`config.mk`:
```
export PLATFORM = sky130hd
export DESIGN_NAME = run_controller
export DESIGN_NICKNAME = d
export VERILOG_FILES = /design/src/rtl/run_controller.sv
export SDC_FILE = /design/constraint.sdc
export NUM_CORES = 1
export LEC_CHECK = 0
export BUFFER_PORTS_ARGS = -buffer_cell sky130_fd_sc_hd__buf_2
export CAP_MARGIN = 20
export CORE_MARGIN = 5
export CORE_UTILIZATION = 56
export CTS_CLUSTER_SIZE = 40
export DETAILED_ROUTE_END_ITERATION = 6
export GPL_TIMING_DRIVEN = 0
export PLACE_DENSITY = 0.8
export SYNTH_ARGS = -nofsm -noshare
export SYNTH_HDL_FRONTEND = slang
export SYNTH_SLANG_ARGS = --single-unit
```
`constraint.sdc`:
```
create_clock -name clk -period 2.3 [get_ports clk]
set_input_delay 0.23 -clock clk [delete_from_list [all_inputs] [get_ports clk]]
set_output_delay 0.23 -clock clk [all_outputs]
set_load 0.01 [all_outputs]
```
`src/rtl/run_controller.sv`:
```
// run_controller
//   Run sequencer for the pipeline's cycle/instruction accounting. A start
//   pulse enables the pipeline (run). A halt at writeback drains in-flight
//   instructions for DRAIN_CYCLES more cycles and then freezes the counts in
//   DONE. A watchdog moves to TIMEOUT once cycle reaches MAX_CYCLES.
//
// Ports
//   clk, rst_n      : single rising-edge clock, async active-low reset
//   start           : begin a run (sampled in IDLE only)
//   clear           : leave DONE/TIMEOUT for IDLE
//   isHalt          : halt reached writeback (sampled in RUN only)
//   W_v             : one instruction retired this cycle
//   run             : pipeline enable (RUN, DRAIN)
//   done, timeout   : terminal state flags
//   state           : debug, IDLE=0 RUN=1 DRAIN=2 DONE=3 TIMEOUT=4
//   cycle, instrs   : counted cycles / retired instructions
module run_controller #(
    parameter int MAX_CYCLES   = 10000,
    parameter int DRAIN_CYCLES = 4,
    parameter int COUNT_W      = 16
) (
    input  logic               clk,
    input  logic               rst_n,
    input  logic               start,
    input  logic               clear,
    input  logic               isHalt,
    input  logic               W_v,
    output logic               run,
    output logic               done,
    output logic               timeout,
    output logic [2:0]         state,
    output logic [COUNT_W-1:0] cycle,
    output logic [COUNT_W-1:0] instrs
);

    localparam logic [2:0] S_IDLE    = 3'd0;
    localparam logic [2:0] S_RUN     = 3'd1;
    localparam logic [2:0] S_DRAIN   = 3'd2;
    localparam logic [2:0] S_DONE    = 3'd3;
    localparam logic [2:0] S_TIMEOUT = 3'd4;

    localparam logic [COUNT_W-1:0] CYC_LIMIT = COUNT_W'(MAX_CYCLES);
    localparam logic [COUNT_W-1:0] INS_SAT   = '1;
    localparam logic [3:0]         DRAIN_LD  = 4'(DRAIN_CYCLES);

    logic [2:0]         state_q,  state_d;
    logic [COUNT_W-1:0] cycle_q,  cycle_d;
    logic [COUNT_W-1:0] instrs_q, instrs_d;
    logic [3:0]         drain_q,  drain_d;

    // Counter advance shared by RUN and DRAIN; instrs sticks at all-ones.
    logic [COUNT_W-1:0] cycle_inc;
    logic [COUNT_W-1:0] instrs_inc;
    logic               at_limit;

    always_comb begin
        cycle_inc  = cycle_q + {{(COUNT_W-1){1'b0}}, 1'b1};
        instrs_inc = (instrs_q == INS_SAT) ? instrs_q
                   : instrs_q + {{(COUNT_W-1){1'b0}}, W_v};
        at_limit   = (cycle_q == CYC_LIMIT);
    end

    always_comb begin
        state_d  = state_q;
        cycle_d  = cycle_q;
        instrs_d = instrs_q;
        drain_d  = drain_q;
        case (state_q)
            S_IDLE: begin
                if (start) begin
                    state_d  = S_RUN;
                    cycle_d  = '0;
                    instrs_d = '0;
                end
            end
            S_RUN: begin
                // Watchdog wins over halt: the limit edge is not counted.
                if (at_limit) begin
                    state_d = S_TIMEOUT;
                end else begin
                    cycle_d  = cycle_inc;
                    instrs_d = instrs_inc;
                    if (isHalt) begin
                        if (DRAIN_CYCLES == 0) begin
                            state_d = S_DONE;
                        end else begin
                            state_d = S_DRAIN;
                            drain_d = DRAIN_LD;
                        end
                    end
                end
            end
            S_DRAIN: begin
                if (at_limit) begin
                    state_d = S_TIMEOUT;
                end else begin
                    cycle_d  = cycle_inc;
                    instrs_d = instrs_inc;
                    drain_d  = drain_q - 4'd1;
                    if (drain_q == 4'd1) state_d = S_DONE;
                end
            end
            S_DONE, S_TIMEOUT: begin
                // Counts survive the return to IDLE so they can still be read.
                if (clear) state_d = S_IDLE;
            end
            default: state_d = S_IDLE;
        endcase
    end

    always_ff @(posedge clk or negedge rst_n) begin
        if (!rst_n) begin
            state_q  <= S_IDLE;
            cycle_q  <= '0;
            instrs_q <= '0;
            drain_q  <= '0;
        end else begin
            state_q  <= state_d;
            cycle_q  <= cycle_d;
            instrs_q <= instrs_d;
            drain_q  <= drain_d;
        end
    end

    // Outputs are pure decodes of registered state.
    assign run     = (state_q == S_RUN) || (state_q == S_DRAIN);
    assign done    = (state_q == S_DONE);
    assign timeout = (state_q == S_TIMEOUT);
    assign state   = state_q;
    assign cycle   = cycle_q;
    assign instrs  = instrs_q;

endmodule

```
==> qor.csv <==
stage,metric,value,unit
detailed_routing,avgViaCountPerCell,6.308,
synthesis,synth_ff_type,dfrtp_1,
status,outcome,"finished, final reports clean",
synthesis,ys_seq_area_share,39.08,%
clock_network,cts_buffers,5,
sta,rsz0062_at_grt,yes,
clock_network,clkSinkCount,39,
clock_network,clk_pin_slew,80,ps
detailed_routing,drt_iter0_drc,231,
setup_path,rr_startpoint,cycle[5]$_DFFE_PN0P_,
run,drv_cap,0,
clock_network,cts_tree,done,
synthesis,yosysMostFrequentCell,dfrtp_1,
detailed_routing,dr.pass1.iters,5,
setup_path,rr_worst_depth,6,
power_and_ir_drop,max-vdd-ir-drop,0.0006353,V
setup_path,path_class,flop to output pin,
clock_network,cts_root_buf,clkbuf_8,
placed_design,place_congestion,0.8755,
synthesis,synth_edf_count,0,
global_route,grt_overflow,0,
sta,finalSetupViolations,0,
detailed_routing,drc,0,
sta,setup_slack,113.6,ps
setup_path,r2r_slack,130,ps
synthesis,synth_top_area_share,39.08,%
setup_path,crit_chain,buf_2 -> nand2b_1 -> a21o_1 -> buf_2 -> inv_1 -> buf_4 -> buf_4 -> buf_2,
floorplanning,fp.coreArea,0.004354,sq mm
synthesis,syn_inst,276,
synthesis,synth_top_cell_by_area,dfrtp_1,
floorplanning,die_x,76.78,microns
setup_path,cp-start-kind,flop,
floorplanning,die_area,0.005895,sq mm
sta,finClkSkew,5.874,ps
sta,finalHoldViolCount,0,
layout,antenna-diode-count,0,
placed_design,place.detailed.hpwl,4.388,mm
detailed_routing,wl,6.166,mm
setup_path,r2r_end,instrs[10]$_DFFE_PN0P_,
layout,layout.nets,342,
floorplanning,start_util,57.36,%
synthesis,synthesis.nets,288,
sta,slew_viol_final,0,
sta,fmax,457.4,MHz
floorplanning,rows,24,
setup_path,crit_arrival,1960,ps
sta,slew_headroom,41.72,%
detailed_routing,vias,2416,
layout,drive_gt1_share,26.28,%
setup_path,endpoint,run,
sta,tightestPinTransition,874.3,ps
sta,final.min_clock_period,2186,ps
synthesis,yosys_warnings,0,
layout,final_area,0.002952,sq mm
synthesis,avgSynthCellArea,9.049,sq um
power_and_ir_drop,leakagePower,1.369,nW
setup_path,crit_path_max_fanout,10,
clock_network,ctsHoldBuffers,0,
placed_design,dpl_cell_area,0.002778,sq mm
synthesis,synth.top_cells.by_area,"dfrtp_1, nand2_1, o21ai_0, a41oi_2, a21oi_1",
power_and_ir_drop,power_density,1048,mW/mm^2
synthesis,syn_area,0.002497,sq mm
placed_design,portBuffers,43,
setup_path,crit_path_max_incr_delay,380,ps
setup_path,cp_slowest_cell,dfrtp_1,
detailed_routing,wl_per_cell,16.10,microns
clock_network,clk_latency,300,ps
setup_path,crit_path_start,state[1]$_DFFE_PN0P_,
synthesis,ys_seq_elements,39,
sta,fin_crit_sh,95.06,%
global_route,grt.total_usage,22.37,%
setup_path,crit_path_frequent_cell,buf_2,
floorplanning,die-height,76.78,microns
global_route,grt_max_degree,40,
global_route,grt_pass1_vias,2367,
synthesis,synthTopCellsByCount,"dfrtp_1, nand2_1, o21ai_0, a21oi_1",
setup_path,cp_data_required_time,2070,ps
clock_network,htreeDepth,2,
placed_design,pre_cts_ws,-1.483,ps
layout,utilization,67.79,%
clock_network,cts_buffer_depth,2,
setup_path,cp-end-kind,output pin,
sta,tns,0,ps
synthesis,async_reset_ff_share,100.0,%
layout,syn2layout_area_growth,18.19,%
global_route,antenna_found_initial,0,
synthesis,synth_cell_type_count,57,
floorplanning,pin_count,44,
global_route,grt_pass1_wl,11.10,mm
detailed_routing,drtAntennaViolNets,0,
min_path,hp-class,input pin to async pin,
-- sequential cells by signal, indices dropped and copies added, names as in the netlist --
signal and count:
cycle 16, drain_q 4, instrs 16, state 3
-- critical path, delay by kind of cell, from the launching register on --
kind	cells	cell delay, ps
simple gates	1	150
flops	1	380
buf+inv	6	980
compound gates	1	150
-- kinds of logic (layout without fill, tap and decap cells) --
group,after synthesis,count (layout),synth area share [%]
and+or+nand+nor,115,115,25.90
adders and majority gates,6,6,3.006
buffers and inverters,24,79,4.709
DFF,39,39,39.08
muxes,3,3,1.253
xor gates and xnor gates,1,1,0.3508
AOI/OAI and AO/OA,88,88,25.70
-- per-stage QoR --
step | hold slack (ps) | cells | total power [mW]
after floorplan | -65.59 | 276 | 2.022
after global placement | 397.3 | 371 | 2.422
after detailed placement | 408.3 | 371 | 2.464
after CTS | 84.67 | 379 | 3.067
after global routing | 123.5 | 383 | 3.363
final | 51.57 | 383 | 3.094
-- report_power, final --
part	internal [mW]	total [mW]	switching, mW
Combinational	0.566	1.51	0.944
Clock	0.351	0.599	0.248
Sequential	0.810	0.985	0.175
Total	1.73	3.09	1.37
-- what timing repair did --
action	in CTS	in global routing
endpoints found under the setup margin	2	15
pin swaps	0	2
resized for setup	1	7
setup buffers	0	4
-- area by class of cell --
type | instances | area, sq um
fillers | 363 | 1403
clock inverters | 2 | 35.03
multi-input cells | 213 | 1426
plain buffers | 12 | 75.07
well taps | 52 | 65.06
clock buffers | 6 | 82.58
inverters | 12 | 45.04
repair buffers | 47 | 245.2
flip-flops and latches | 39 | 977.2
-- routing by layer --
layer,wire length [microns],vias to the layer above,track usage (%)
met2,3008,86,37.10
met5,0,-,0
li1,-,1151,-
met1,2760,1174,28.96
met4,37,0,5.944
met3,360,5,5.621
-- cells in the final DEF, fill, tap and decap left out, types with 2 or more instances in the layout --
| master | instances |
|---|---|
| o21ai_0 | 21 |
| o22ai_1 | 3 |
| inv_1 | 12 |
| a41oi_2 | 6 |
| and2_1 | 6 |
| nor2b_1 | 4 |
| a41oi_1 | 9 |
| a21o_1 | 4 |
| clkbuf_8 | 6 |
| nor4b_1 | 2 |
| and4bb_2 | 3 |
| buf_4 | 7 |
| or3_1 | 3 |
| o31ai_1 | 3 |
| clkbuf_1 | 4 |
| nand2_1 | 31 |
| a31oi_1 | 5 |
| nor4_1 | 3 |
| a21oi_1 | 18 |
| and3_1 | 5 |
| nand3_1 | 16 |
| dfrtp_1 | 38 |
| o211a_1 | 3 |
| buf_2 | 46 |
| nand4_1 | 6 |
| o31a_1 | 2 |
| buf_6 | 2 |
| ha_1 | 6 |
| nor3_1 | 5 |
| o21a_1 | 2 |
| mux2i_1 | 2 |
| nand2b_1 | 2 |
| nor2_1 | 15 |
-- worst min-delay path by stage --
stage | from | to | slack, ps | depth (start not counted)
global placement | rst_n | drain_q[1]$_DFFE_PN0P_ | 400 | 1
CTS | rst_n | cycle[12]$_DFFE_PN0P_ | 80 | 1
detailed placement | rst_n | drain_q[3]$_DFFE_PN0P_ | 410 | 1
floorplan | rst_n | cycle[0]$_DFFE_PN0P_ | -70 | 0
finish | rst_n | drain_q[3]$_DFFE_PN0P_ | 50 | 1
global route | rst_n | cycle[14]$_DFFE_PN0P_ | 120 | 1
(Power assumes the default switching activity.)
